File: src/rtl/calculator_input_ctrl.sv
// calculator_input_ctrl
//   Front end for the calculator FSM. It synchronizes and debounces five push-buttons and
//   SW_BITS slide switches, detects presses, and issues one operation per press: a 1-cycle
//   start with a one-hot buttons code. While the calculator and divider finish, the operand
//   is held stable and new presses are locked out.
//
//   Button bit positions: 0=UP 1=DOWN 2=LEFT 3=RIGHT 4=CENTER. A lower index has higher
//   priority, which matches the calculator's decode order.
//
//   Optional feature: define PRESS_QUEUE_EN to enable a 1-entry pending-press slot. Without
//   it, every press that arrives while busy is dropped.
//
// Ports
//   clk      in   system clock
//   reset    in   synchronous, active-high reset
//   btn_raw  in   [4:0] asynchronous buttons
//   sw_raw   in   [SW_BITS-1:0] asynchronous slide switches
//   start    out  1-cycle operation strobe
//   buttons  out  [4:0] one-hot op code, valid from start through the holdoff, else 0
//   switch   out  [SW_BITS-1:0] operand, frozen while busy, otherwise the live synced value
//   busy     out  high while issuing or holding off
//   overrun  out  1-cycle pulse when a press is discarded
module calculator_input_ctrl #(
  parameter int unsigned DEBOUNCE_CYC = 16,
  parameter int unsigned HOLDOFF      = 40,
  parameter int unsigned SW_BITS      = 16
) (
  input  logic               clk,
  input  logic               reset,
  input  logic [4:0]         btn_raw,
  input  logic [SW_BITS-1:0] sw_raw,
  output logic               start,
  output logic [4:0]         buttons,
  output logic [SW_BITS-1:0] switch,
  output logic               busy,
  output logic               overrun
);

  localparam int unsigned DbW  = (DEBOUNCE_CYC > 1) ? $clog2(DEBOUNCE_CYC) : 1;
  localparam int unsigned HoldW = $clog2(HOLDOFF);
  localparam logic [DbW-1:0]   DbLast   = DbW'(DEBOUNCE_CYC - 1);
  localparam logic [HoldW-1:0] HoldLast = HoldW'(HOLDOFF - 1);

  typedef enum logic [1:0] {StIdle, StIssue, StHold} state_e;

  state_e               state_q, state_d;
  logic [4:0]           btn_s1_q, btn_s2_q;
  logic [SW_BITS-1:0]   sw_s1_q, sw_s2_q;
  logic [4:0]           deb_q, deb_d, deb_prev_q;
  logic [4:0][DbW-1:0]  db_cnt_q, db_cnt_d;
  logic [HoldW-1:0]     hold_cnt_q, hold_cnt_d;
  logic [4:0]           code_q, code_d;
  logic [SW_BITS-1:0]   sw_lat_q, sw_lat_d;
  logic                 overrun_q, overrun_d;
`ifdef PRESS_QUEUE_EN
  logic                 pend_v_q, pend_v_d;
  logic [4:0]           pend_code_q, pend_code_d;
`endif

  logic [4:0] press, win;
  logic       any_press, multi_press;

  // A press is the rising edge of a debounced level.
  assign press       = deb_q & ~deb_prev_q;
  // Isolate the lowest set bit, which is the highest-priority button.
  assign win         = press & (~press + 5'd1);
  assign any_press   = |press;
  assign multi_press = |(press & (press - 5'd1));

  // Debounce: the level flips after the synced value has differed for DEBOUNCE_CYC cycles.
  always_comb begin
    deb_d    = deb_q;
    db_cnt_d = db_cnt_q;
    for (int i = 0; i < 5; i++) begin
      if (btn_s2_q[i] != deb_q[i]) begin
        if (db_cnt_q[i] == DbLast) begin
          deb_d[i]    = ~deb_q[i];
          db_cnt_d[i] = '0;
        end else begin
          db_cnt_d[i] = db_cnt_q[i] + DbW'(1);
        end
      end else begin
        db_cnt_d[i] = '0;
      end
    end
  end

  always_comb begin
    state_d    = state_q;
    hold_cnt_d = hold_cnt_q;
    code_d     = code_q;
    sw_lat_d   = sw_lat_q;
    overrun_d  = 1'b0;
`ifdef PRESS_QUEUE_EN
    pend_v_d    = pend_v_q;
    pend_code_d = pend_code_q;
`endif
    unique case (state_q)
      StIdle: begin
        if (any_press) begin
          state_d   = StIssue;
          code_d    = win;
          sw_lat_d  = sw_s2_q;
          overrun_d = multi_press;
        end
      end
      StIssue, StHold: begin
        if (state_q == StHold && hold_cnt_q == HoldLast) begin
`ifdef PRESS_QUEUE_EN
          if (pend_v_q) begin
            state_d   = StIssue;
            code_d    = pend_code_q;
            sw_lat_d  = sw_s2_q;
            pend_v_d  = 1'b0;
            overrun_d = any_press;
          end else if (any_press) begin
            // Slot is empty, so the press is stored and consumed on the same edge.
            state_d   = StIssue;
            code_d    = win;
            sw_lat_d  = sw_s2_q;
            overrun_d = multi_press;
          end else begin
            state_d = StIdle;
          end
`else
          state_d   = StIdle;
          overrun_d = any_press;
`endif
        end else begin
          if (state_q == StIssue) begin
            state_d    = StHold;
            hold_cnt_d = '0;
          end else begin
            hold_cnt_d = hold_cnt_q + HoldW'(1);
          end
`ifdef PRESS_QUEUE_EN
          if (any_press) begin
            if (pend_v_q) begin
              overrun_d = 1'b1;
            end else begin
              pend_v_d    = 1'b1;
              pend_code_d = win;
              overrun_d   = multi_press;
            end
          end
`else
          overrun_d = any_press;
`endif
        end
      end
      default: state_d = StIdle;
    endcase
  end

  always_ff @(posedge clk) begin
    if (reset) begin
      state_q    <= StIdle;
      btn_s1_q   <= '0;
      btn_s2_q   <= '0;
      sw_s1_q    <= '0;
      sw_s2_q    <= '0;
      deb_q      <= '0;
      deb_prev_q <= '0;
      db_cnt_q   <= '0;
      hold_cnt_q <= '0;
      code_q     <= '0;
      sw_lat_q   <= '0;
      overrun_q  <= 1'b0;
`ifdef PRESS_QUEUE_EN
      pend_v_q    <= 1'b0;
      pend_code_q <= '0;
`endif
    end else begin
      state_q    <= state_d;
      btn_s1_q   <= btn_raw;
      btn_s2_q   <= btn_s1_q;
      sw_s1_q    <= sw_raw;
      sw_s2_q    <= sw_s1_q;
      deb_q      <= deb_d;
      deb_prev_q <= deb_q;
      db_cnt_q   <= db_cnt_d;
      hold_cnt_q <= hold_cnt_d;
      code_q     <= code_d;
      sw_lat_q   <= sw_lat_d;
      overrun_q  <= overrun_d;
`ifdef PRESS_QUEUE_EN
      pend_v_q    <= pend_v_d;
      pend_code_q <= pend_code_d;
`endif
    end
  end

  always_comb begin
    busy    = (state_q != StIdle);
    start   = (state_q == StIssue);
    buttons = busy ? code_q : 5'd0;
    switch  = busy ? sw_lat_q : sw_s2_q;
    overrun = overrun_q;
  end

endmodule

File: config.mk
export PLATFORM = sky130hd
export DESIGN_NAME = calculator_input_ctrl
export DESIGN_NICKNAME = d
export VERILOG_FILES = /design/src/rtl/calculator_input_ctrl.sv
export SDC_FILE = /design/constraint.sdc
export NUM_CORES = 1
export LEC_CHECK = 0
export ABC_AREA = 1
export CAP_MARGIN = 20
export CORE_MARGIN = 4
export CORE_UTILIZATION = 65
export DETAILED_ROUTE_END_ITERATION = 8
export DONT_BUFFER_PORTS = 1
export PLACE_DENSITY = 0.87
export SLEW_MARGIN = 10
export SYNTH_ARGS = -nofsm -noshare
export SYNTH_HDL_FRONTEND = slang
export SYNTH_SLANG_ARGS = --single-unit
File: constraint.sdc
create_clock -name clk -period 3.74 [get_ports clk]
set_clock_uncertainty 0.2 [all_clocks]
set_input_delay 0.561 -clock clk [delete_from_list [all_inputs] [get_ports clk]]
set_output_delay 0.561 -clock clk [all_outputs]
set_load 0.03 [all_outputs]
==> flow_summary.toml <==
[finish]
layout_commonest_cell = "nor2_1"
final_layout_size_suffix_gt1_share_pct = 5.30
layout_common_cells = "nor2_1, dfxtp_1, nand2_1, inv_1, o21ai_0"
fin_nets = 520
antennaDiodeCount = 0
final_cells = 563
area_growth_pct = 4.70
final_util_pct = 71.6

[setup_path]
cp_cell_sequence = "inv_1 > ha_1 > clkinv_1 > nand2_1 > nand2_1"
worstPathArrival_ps = 2330
critPathCaptureType = "primary output"
slowest_stage = "clkinv_1"
critPathLaunchType = "register"
critPathRequiredTime_ps = 2980
startpoint = "state_q[0]$_SDFFE_PP0P_"
reg2reg_to = "state_q[0]$_SDFFE_PP0P_"
crit_top_cell = "nand2_1"
regToRegStartpoint = "state_q[0]$_SDFFE_PP0P_"
rrSetupSlack_ps = 1780
critPathKind = "reg -> out"
cp-endpoint = "switch[15]"
slowest_delay_ps = 660
rr_worst_depth = 7
crit_path_max_fanout = 17

[global_route]
overflow = 0
grt_usage_pct = 18.9
grt_max_degree = 62
grt_pass1_vias = 2624
grt_pass1_wl_mm = 11.0
antenna_found_initial = 0

[pwr]
power_mw = 1.88
p_leak_nw = 1.77
p_per_area_nw_per_um2 = 464
vdd_drop_max_uv = 302

[logic_synthesis]
syn-mean-instance-area_sq_um = 7.86
ys_types = 29
async_flop_share_pct = 0
synth_seq_cells = 102
syn_inst = 491
netlist_area_sq_um = 3860
ys_seq_area_share_pct = 52.9
yosys_warnings = 0
ys.flop_type = "dfxtp_1"
synth-edff-count = 0
syn_nets = 524

[hold_path]
hold_class = "in -> reg"

[timing]
drv_slew = 0
fin_crit_ps = 3090
rsz0062_at_grt = "no"
period_share_pct = 82.7
fmaxAchievable_mhz = 323
layout_setup_ws_ps = 648
tns_ps = 0
hold_viol_final = 0
slew_headroom_pct = 54.4
setup_viol = 0
worst_pin_slew_ps = 683

[floorplanning]
initial_core_util_pct = 68.4
core-area_sq_um = 5640
rows = 27
die_area_sq_um = 7230
ioPinCount = 47
die_w_um = 85.1
die_y_um = 85.1

[clock_tree]
cts_max_level = 3
cts_tree = "done"
clk_pin_slew_ps = 90
cts-resized-gates = 0
cts.path.max_buffers = 2
cts_sinks = 102
ctsHoldBuffers = 0
cts_root_buf = "clkbuf_8"
cts_buffers = 9
insertion_delay_ps = 360
postCtsSetupBuffers = 0

[routing]
viasPerCell = 4.95
wl_per_cell_um = 11.2
wl_mm = 6.29
route.detailed.drc = 0
dr.pass1.iters = 4
via_count = 2789
drt_iter0_drc = 69
route.antenna.remaining_nets = 0

[placed_design]
dp_cells = 548
finalWeightedCongestion = 0.791
dp_slack_ps = 1020
hpwl_mm = 4.37
io_buffers = 0

[outcome]
outcome = "completed"

[run]
drv_cap = 0
==> cell families (layout without fill, tap and decap cells) <==
kind of cell               count (synthesis)  count (layout)  share of synthesized area, %
AOI/OAI and AO/OA                         52              52                          7.13
xor gates and xnor gates                  12              12                          2.72
adders and majority gates                 10              10                          3.24
buffers and inverters                     92              92                          10.2
DFF                                      102             102                          52.9
and+or+nand+nor                          223             223                          23.8
==> how the worst min path moves through the flow <==
| stage | from | end | slack (ps) | cells after the start |
|---|---|---|---|---|
| final | reset | btn_s1_q[2]$_SDFF_PP0_ | 60 | 1 |
| after CTS | reset | sw_s1_q[15]$_SDFF_PP0_ | 40 | 1 |
| after global routing | reset | sw_s1_q[14]$_SDFF_PP0_ | 30 | 1 |
| after detailed placement | sw_s1_q[6]$_SDFF_PP0_ | sw_s2_q[6]$_SDFF_PP0_ | 190 | 2 |
| after floorplan | btn_s1_q[0]$_SDFF_PP0_ | btn_s2_q[0]$_SDFF_PP0_ | 190 | 2 |
| after global placement | sw_s1_q[3]$_SDFF_PP0_ | sw_s2_q[3]$_SDFF_PP0_ | 190 | 2 |
==> state kept, by name (all words and copies together), names as in the netlist <==
name and flops:
overrun 1, code_q 5, hold_cnt_q 6, sw_s1_q 16
state_q 2, sw_s2_q 16, deb_q 5, btn_s1_q 5
db_cnt_q 20, deb_prev_q 5, btn_s2_q 5, sw_lat_q 16
==> cell type report <==
| cell class | instances | area, sq um |
|---|---|---|
| clock buffer | 10 | 128 |
| fill | 427 | 1600 |
| sequential | 102 | 2040 |
| timing repair buffer | 1 | 7.51 |
| multi-input combinational | 297 | 1420 |
| tap | 72 | 90.1 |
| clock inverter | 5 | 60.1 |
| inverter | 76 | 290 |
==> worst max-delay path: cells and delay by family (launching register included) <==
family | cells | cell delay, ps
buf+inv | 2 | 750
simple gates | 2 | 470
fa+ha+maj | 1 | 410
flops | 1 | 350
==> cell usage after synthesis, types with 2 or more instances <==
library cell	number	share of area, %
a21oi_1	21	2.7
xor2_1	7	1.6
nand2_1	73	7.1
clkbuf_1	5	0.49
o211ai_1	5	0.97
nand2_2	3	0.49
buf_2	6	0.78
inv_1	73	7.1
nor2_1	118	11
nand3_1	22	2.9
nand2_4	2	0.58
xnor2_1	5	1.1
dfxtp_1	102	53
o21ai_1	2	0.26
ha_1	10	3.2
o21ai_0	23	3.0
buf_6	2	0.58
==> metal layers <==
metal / GRT usage [%] / vias up / wire length (um)
li1: - / 1474 / -
met1: 20.9 / 1251 / 2750
met2: 33.0 / 51 / 3140
met3: 6.21 / 13 / 267
met4: 8.06 / 0 / 134
met5: 0 / - / 0
==> metrics by stage <==
step / instance area [sq um] / hold WS [ps]
global placement: 3850 / 189
detailed placement: 3850 / 192
CTS: 4040 / 41.5
global route: 4040 / 26.4
finish: 4040 / 58.2
floorplan: 3860 / 188
==> power breakdown <==
| part | switching (mW) | total [mW] | internal [mW] |
|---|---|---|---|
| combinational | 0.0706 | 0.0955 | 0.0249 |
| sequential | 0.0108 | 1.12 | 1.11 |
| clock | 0.352 | 0.660 | 0.308 |
Power figures use the tool's default switching activity.
